## config.mk

```make
export PLATFORM = sky130hd
export DESIGN_NAME = hilo_muldiv_ctrl
export DESIGN_NICKNAME = d
export VERILOG_FILES = /design/src/rtl/hilo_pkg.sv /design/src/rtl/muldiv_iter.sv /design/src/rtl/hilo_muldiv_ctrl.sv
export SDC_FILE = /design/constraint.sdc
export NUM_CORES = 1
export LEC_CHECK = 0
export CELL_PAD_IN_SITES_DETAIL_PLACEMENT = 1
export CELL_PAD_IN_SITES_GLOBAL_PLACEMENT = 1
export CORE_UTILIZATION = 45
export CTS_CLUSTER_SIZE = 40
export DETAILED_ROUTE_END_ITERATION = 16
export GPL_TIMING_DRIVEN = 0
export PLACE_DENSITY_LB_ADDON = 0.25
export REMOVE_ABC_BUFFERS = 1
export SYNTH_ARGS = -nofsm -noshare
export SYNTH_HDL_FRONTEND = slang
export SYNTH_SLANG_ARGS = --single-unit
```

## constraint.sdc

```tcl
create_clock -name Clk -period 10.4 [get_ports Clk]
set_input_delay 2.08 -clock Clk [delete_from_list [all_inputs] [get_ports Clk]]
set_output_delay 2.08 -clock Clk [all_outputs]
set_load 0.05 [all_outputs]
```

## src/rtl/hilo_pkg.sv

```systemverilog
// Shared encodings for the HI/LO multiply/divide controller.
// Latency: n/a (types, constants and a width helper only).
// Backpressure: n/a.
package hilo_pkg;

  // Op field encodings as presented by the ID/EX stage; 11x is not an operation.
  typedef enum logic [2:0] {
    OP_MULT  = 3'b000,
    OP_MULTU = 3'b001,
    OP_DIV   = 3'b010,
    OP_DIVU  = 3'b011,
    OP_MTHI  = 3'b100,
    OP_MTLO  = 3'b101
  } op_e;

  // Controller states.
  typedef enum logic [2:0] {
    ST_IDLE  = 3'd0,
    ST_MUL   = 3'd1,
    ST_DIV   = 3'd2,
    ST_FIX   = 3'd3,
    ST_WRITE = 3'd4
  } state_e;

  // Iteration counter width for a given operand width.
  function automatic int iter_cnt_w(input int w);
    return $clog2(w + 1);
  endfunction

  localparam int WIDTH_DEF  = 32;
  localparam int ITER_CNT_W = $clog2(WIDTH_DEF + 1);

endpackage

```

## src/rtl/muldiv_iter.sv

```systemverilog
// Iterative datapath: shift-add multiply / restoring divide on magnitudes.
// Latency: one step per cycle, WIDTH steps per operation; last flags the final step.
// Backpressure: none; the controller alone decides when to init and step.
module muldiv_iter
  import hilo_pkg::*;
#(
  parameter int WIDTH = 32
) (
  input  logic               clk,
  input  logic               rst,
  input  logic               init,
  input  logic               step_mul,
  input  logic               step_div,
  input  logic [WIDTH-1:0]   init_lo,
  input  logic [WIDTH-1:0]   init_opnd,
  output logic [2*WIDTH-1:0] acc,
  output logic               last
);

  localparam int CNT_W = iter_cnt_w(WIDTH);

  logic [CNT_W-1:0] cnt;
  logic [WIDTH-1:0] opnd;

  // Multiply step: add multiplicand into the upper half when the low bit is set,
  // then shift the whole accumulator right, keeping the carry.
  logic [WIDTH:0]       mul_sum;
  logic [2*WIDTH-1:0]   mul_next;
  assign mul_sum  = {1'b0, acc[2*WIDTH-1:WIDTH]} + (acc[0] ? {1'b0, opnd} : '0);
  assign mul_next = {mul_sum, acc[WIDTH-1:1]};

  // Divide step: shift left one, trial-subtract divisor from the partial remainder,
  // keep the difference and set the quotient bit when it does not go negative.
  logic [WIDTH:0]       div_part;
  logic [WIDTH:0]       div_diff;
  logic [2*WIDTH-1:0]   div_next;
  assign div_part = acc[2*WIDTH-1:WIDTH-1];
  assign div_diff = div_part - {1'b0, opnd};
  assign div_next = div_diff[WIDTH] ? {acc[2*WIDTH-2:0], 1'b0}
                                    : {div_diff[WIDTH-1:0], acc[WIDTH-2:0], 1'b1};

  assign last = (cnt == CNT_W'(WIDTH - 1));

  // Accumulator, operand and iteration counter.
  always_ff @(posedge clk) begin
    if (rst) begin
      acc  <= '0;
      opnd <= '0;
      cnt  <= '0;
    end else if (init) begin
      acc  <= {{WIDTH{1'b0}}, init_lo};
      opnd <= init_opnd;
      cnt  <= '0;
    end else if (step_mul) begin
      acc <= mul_next;
      cnt <= cnt + 1'b1;
    end else if (step_div) begin
      acc <= div_next;
      cnt <= cnt + 1'b1;
    end
  end

endmodule

```

## src/rtl/hilo_muldiv_ctrl.sv

```systemverilog
// Sequences MULT/MULTU/DIV/DIVU/MTHI/MTLO writes into the HI/LO register pair.
// Latency: mul/div WIDTH+2 cycles to WRITE; MTHI/MTLO and divide-by-zero 1 cycle.
// Backpressure: one op at a time; Stall holds MF* and new ops while Busy.
module hilo_muldiv_ctrl
  import hilo_pkg::*;
#(
  parameter int WIDTH = 32
) (
  input  logic             Clk,
  input  logic             Reset,
  input  logic             Start,
  input  logic [2:0]       Op,
  input  logic [WIDTH-1:0] A,
  input  logic [WIDTH-1:0] B,
  input  logic             MfRequest,
  output logic             Busy,
  output logic             Stall,
  output logic             WriteEnable,
  output logic             mthi,
  output logic             mtlo,
  output logic [WIDTH-1:0] Hi_wdata,
  output logic [WIDTH-1:0] Lo_wdata,
  output logic             Done,
  output logic             DivByZero
);

  state_e state, next_state;

  // Request decode: 11x is not an op, so it is never accepted.
  logic accept, op_valid, op_signed, op_is_mul, b_zero, a_neg, b_neg;
  logic [WIDTH-1:0] a_mag, b_mag;
  assign op_valid  = !(Op[2] && Op[1]);
  assign accept    = (state == ST_IDLE) && Start && op_valid;
  assign op_signed = !Op[2] && !Op[0];
  assign op_is_mul = (Op[2:1] == 2'b00);
  assign b_zero    = (B == '0);
  assign a_neg     = op_signed && A[WIDTH-1];
  assign b_neg     = op_signed && B[WIDTH-1];
  assign a_mag     = a_neg ? -A : A;
  assign b_mag     = b_neg ? -B : B;

  // Result sign flags captured at accept: quotient/product sign and remainder sign.
  logic neg_q, neg_r, is_mul;

  logic [2*WIDTH-1:0] acc;
  logic               last;

  muldiv_iter #(.WIDTH(WIDTH)) u_iter (
    .clk       (Clk),
    .rst       (Reset),
    .init      (accept),
    .step_mul  (state == ST_MUL),
    .step_div  (state == ST_DIV),
    .init_lo   (op_is_mul ? b_mag : a_mag),
    .init_opnd (op_is_mul ? a_mag : b_mag),
    .acc       (acc),
    .last      (last)
  );

  // Sign correction applied in FIX; the magnitude of MIN/-1 wraps back to MIN.
  logic [2*WIDTH-1:0] prod;
  logic [WIDTH-1:0]   quot, rem, fix_hi, fix_lo;
  assign prod   = neg_q ? -acc : acc;
  assign quot   = neg_q ? -acc[WIDTH-1:0] : acc[WIDTH-1:0];
  assign rem    = neg_r ? -acc[2*WIDTH-1:WIDTH] : acc[2*WIDTH-1:WIDTH];
  assign fix_hi = is_mul ? prod[2*WIDTH-1:WIDTH] : rem;
  assign fix_lo = is_mul ? prod[WIDTH-1:0] : quot;

  assign Stall = Busy && (MfRequest || Start);

  // State register.
  always_ff @(posedge Clk) begin
    if (Reset) state <= ST_IDLE;
    else       state <= next_state;
  end

  // Next-state logic.
  always_comb begin
    next_state = state;
    case (state)
      ST_IDLE: begin
        if (accept) begin
          case (Op)
            OP_MULT, OP_MULTU: next_state = ST_MUL;
            OP_DIV, OP_DIVU:   next_state = b_zero ? ST_WRITE : ST_DIV;
            default:           next_state = ST_WRITE;
          endcase
        end
      end
      ST_MUL, ST_DIV: if (last) next_state = ST_FIX;
      ST_FIX:         next_state = ST_WRITE;
      default:        next_state = ST_IDLE;
    endcase
  end

  // Output next-values; every output except Stall is registered from these.
  logic             busy_nxt, we_nxt, mthi_nxt, mtlo_nxt, done_nxt, dbz_nxt;
  logic [WIDTH-1:0] hi_nxt, lo_nxt;
  always_comb begin
    busy_nxt = (next_state != ST_IDLE);
    we_nxt   = 1'b0;
    mthi_nxt = 1'b0;
    mtlo_nxt = 1'b0;
    done_nxt = 1'b0;
    dbz_nxt  = 1'b0;
    hi_nxt   = Hi_wdata;
    lo_nxt   = Lo_wdata;
    case (state)
      ST_IDLE: begin
        if (accept) begin
          case (Op)
            OP_MTHI: begin
              we_nxt   = 1'b1;
              done_nxt = 1'b1;
              mthi_nxt = 1'b1;
              hi_nxt   = A;
            end
            OP_MTLO: begin
              we_nxt   = 1'b1;
              done_nxt = 1'b1;
              mtlo_nxt = 1'b1;
              lo_nxt   = A;
            end
            OP_DIV, OP_DIVU: begin
              if (b_zero) begin
                we_nxt   = 1'b1;
                done_nxt = 1'b1;
                dbz_nxt  = 1'b1;
                hi_nxt   = A;
                lo_nxt   = '1;
              end
            end
            default: ;
          endcase
        end
      end
      ST_FIX: begin
        we_nxt   = 1'b1;
        done_nxt = 1'b1;
        hi_nxt   = fix_hi;
        lo_nxt   = fix_lo;
      end
      default: ;
    endcase
  end

  // Output registers.
  always_ff @(posedge Clk) begin
    if (Reset) begin
      Busy        <= 1'b0;
      WriteEnable <= 1'b0;
      mthi        <= 1'b0;
      mtlo        <= 1'b0;
      Done        <= 1'b0;
      DivByZero   <= 1'b0;
      Hi_wdata    <= '0;
      Lo_wdata    <= '0;
    end else begin
      Busy        <= busy_nxt;
      WriteEnable <= we_nxt;
      mthi        <= mthi_nxt;
      mtlo        <= mtlo_nxt;
      Done        <= done_nxt;
      DivByZero   <= dbz_nxt;
      Hi_wdata    <= hi_nxt;
      Lo_wdata    <= lo_nxt;
    end
  end

  // Sign flags latched on the accept edge.
  always_ff @(posedge Clk) begin
    if (Reset) begin
      neg_q  <= 1'b0;
      neg_r  <= 1'b0;
      is_mul <= 1'b0;
    end else if (accept) begin
      neg_q  <= a_neg ^ b_neg;
      neg_r  <= a_neg;
      is_mul <= op_is_mul;
    end
  end

endmodule

```

==> flow_summary.ini <==
[placed_design]
numPortBuffers = 141
hpwl_microns = 47400
gp_congestion = 0.950

[sta]
finalSetupTns_ps = 0
post-route-period-util = 0.582
fin_skew_ps = 12.1
hold_violations = 0
min_period_ps = 6050
hold_slack_ps = 456
timing.fmax_ghz = 0.165
rsz0062_at_grt = false
tightest_slew_ps = 1320
relSlewSlack = 0.109
finalMaxSlewViolations = 0
setup_viol = 0

[yosys]
ys_seq_area_frac = 0.229
synthCells = 2171
synth_compound_area_frac = 0.304
muxShareOfSynthArea = 0.0111
synth_fa_ha_area_frac = 0.0623
yosys_warnings = 0
synth-edff-count = 0
async_flop_share = 0
ys_seq_elements = 177
synth_area_sq_mm = 0.0155
synth_top_family_by_area = compound AO/OA/AOI/OAI gates
yosysUniqueCellTypes = 85
syn_avg_cell_area_sq_um = 7.14
synth-xor-area-share = 0.0978
yosys.area_share.simple = 0.241
ys_dominant_reg_cell = dfxtp_1

[floorplan]
die_h_microns = 188
die_w_microns = 188
rows = 67
start_util = 0.460
coreArea_sq_mm = 0.0337
io_pins = 142
die_area_sq_mm = 0.0352

[detailed_routing]
wl_met1_microns = 28600
route.met3.wl_microns = 3780
dr.pass1.iters = 6
drt_iter0_markers = 1493
routed_wl_microns = 64200
via_per_inst = 6.57
top_layer = met4
routedWlPerCell_microns = 24.2
drc_errors = 0
via_count = 17400
ant_nets = 0
met2_length_microns = 29100

[clock_network]
clock_path_buffers = 2
cts.clk_slew.worst_paths_ps = 70
root_buffer = clkbuf_16
cts_sinks = 177
postCtsHoldBufs = 0
cts_tree = yes
post_cts_resized = 0
h-tree-depth = 4
clock_latency_ps = 460
post_cts_buffers = 0
numCtsBuffers = 17

[flow_run]
cap_violations = 0

[min_path]
min_path_cells = 2
worstHoldPathType = register to register
holdPathEnd = Lo_wdata[23]
hp-start = Lo_wdata[23]

[global_route]
antenna_found_initial = 0
gr-total-overflow = 0
grt_pass1_vias = 17400
grt_usage = 0.359
grt_first_pass_wirelength_microns = 100000
grt_max_degree = 85

[final_layout]
fillerInstances = 4296
final_common_cell = nand2_1
final_cell_mix = nand2_1 (284), a21oi_1 (227), nor2_1 (203)
area_growth_pct = 15.2
multi_input_comb_area_sq_mm = 0.0112
diodes = 0
final-seq-area_sq_mm = 0.00354
num-nets-final = 2338
drive_above_1_share = 0.0476

[critical_path]
r2r_setup_slack_ps = 5130
worstRegToRegCells = 12
criticalPathCategory = primary input to register
r2r_end = u_iter.acc[61]
arrival_ps = 6450
timing.rr.start = u_iter.acc[31]
cp_data_required_time_ps = 10790
worstPathMaxFanout = 7
cp-end-kind = register
critPathLaunchType = primary input

[power_and_ir_drop]
power_density_mw_per_mm2 = 120
vdd_drop_max_uv = 89.3
power.leakage_nw = 6.50

[outcome]
outcome = finished clean
-- area by class of cell --
type	count	share of cell area
clock inverter	13	0.0111
multi-input combinational	1777	0.626
timing repair buffer	155	0.0946
tap	448	0.0314
inverter	63	0.0132
clock buffer	19	0.0254
sequential	177	0.199
-- layer usage --
metal,GRT usage,vias up
met5,0,-
met4,0.157,0
met3,0.0393,129
met2,0.579,674
met1,0.482,8656
li1,-,7965
-- worst max path at each step --
stage	startpoint	end	slack, ps
2_1_floorplan	Op[1]	u_iter.opnd[30]	4820
3_3_place_gp	Reset	u_iter.acc[62]	480
3_5_place_dp	B[19]	Hi_wdata[19]	4010
4_1_cts	B[19]	Hi_wdata[19]	4460
5_1_grt	A[0]	u_iter.opnd[26]	4190
6_report	A[0]	u_iter.opnd[26]	4350
-- cell families (layout without fill, tap and decap cells) --
kind of cell               after synthesis  after routing
xor gates and xnor gates               173            173
DFF                                    177            177
AOI/OAI and AO/OA                      725            725
adders and majority gates               76             76
muxes                                   17             17
and+or+nand+nor                        786            786
buffers and inverters                  217            250
-- worst max-delay path, cell delays in order --
cell and delay, ps:
clkdlybuf4s50_1 590, inv_1 120, ha_1 160, nor3b_1 450
nor4bb_1 1160, nor4b_2 620, and2_1 300, nor2_1 110
xnor2_1 200, a211oi_1 440, a21oi_1 80, nor2_1 120
-- sequential cells by signal, summed over array words and instances, names as in the netlist, 3 cells and up --
name,count
Hi_wdata,32
Lo_wdata,32
state,3
u_iter.acc,64
u_iter.cnt,6
u_iter.opnd,32
-- cell usage after synthesis, types with 29 or more instances --
| library cell | count | area [sq um] |
|---|---|---|
| a211oi_1 | 48 | 360 |
| a21o_1 | 38 | 285 |
| a21oi_1 | 229 | 1150 |
| a31oi_1 | 30 | 188 |
| clkbuf_1 | 126 | 473 |
| dfxtp_1 | 177 | 3540 |
| ha_1 | 74 | 926 |
| inv_1 | 60 | 225 |
| nand2_1 | 285 | 1070 |
| nand3_1 | 68 | 340 |
| nor2_1 | 206 | 773 |
| nor3_1 | 60 | 300 |
| o211ai_1 | 56 | 420 |
| o21ai_0 | 117 | 586 |
| o31ai_1 | 29 | 218 |
| xnor2_1 | 89 | 780 |
| xor2_1 | 84 | 736 |
-- power breakdown --
part | internal [mW] | switching, mW | leakage, nW
Sequential | 0.708 | 0.0509 | 1.44
Combinational | 0.225 | 0.408 | 4.75
Clock | 0.421 | 0.327 | 0.309
Total | 1.35 | 0.786 | 6.50
-- metrics by stage --
stage                     utilization  cell area [sq um]  total power [mW]  std cells  setup slack [ps]
after floorplan                     -              14900              1.15       2017              4820
after global placement          0.500              16900              1.36       2606               484
after detailed placement        0.509              17100              1.38       2617              4010
after CTS                       0.528              17800              2.12       2649              4460
after global routing            0.530              17900              2.22       2652              4190
final                           0.530              17900              2.14       2652              4350
Note: power is estimated with default switching activity, not from simulation.
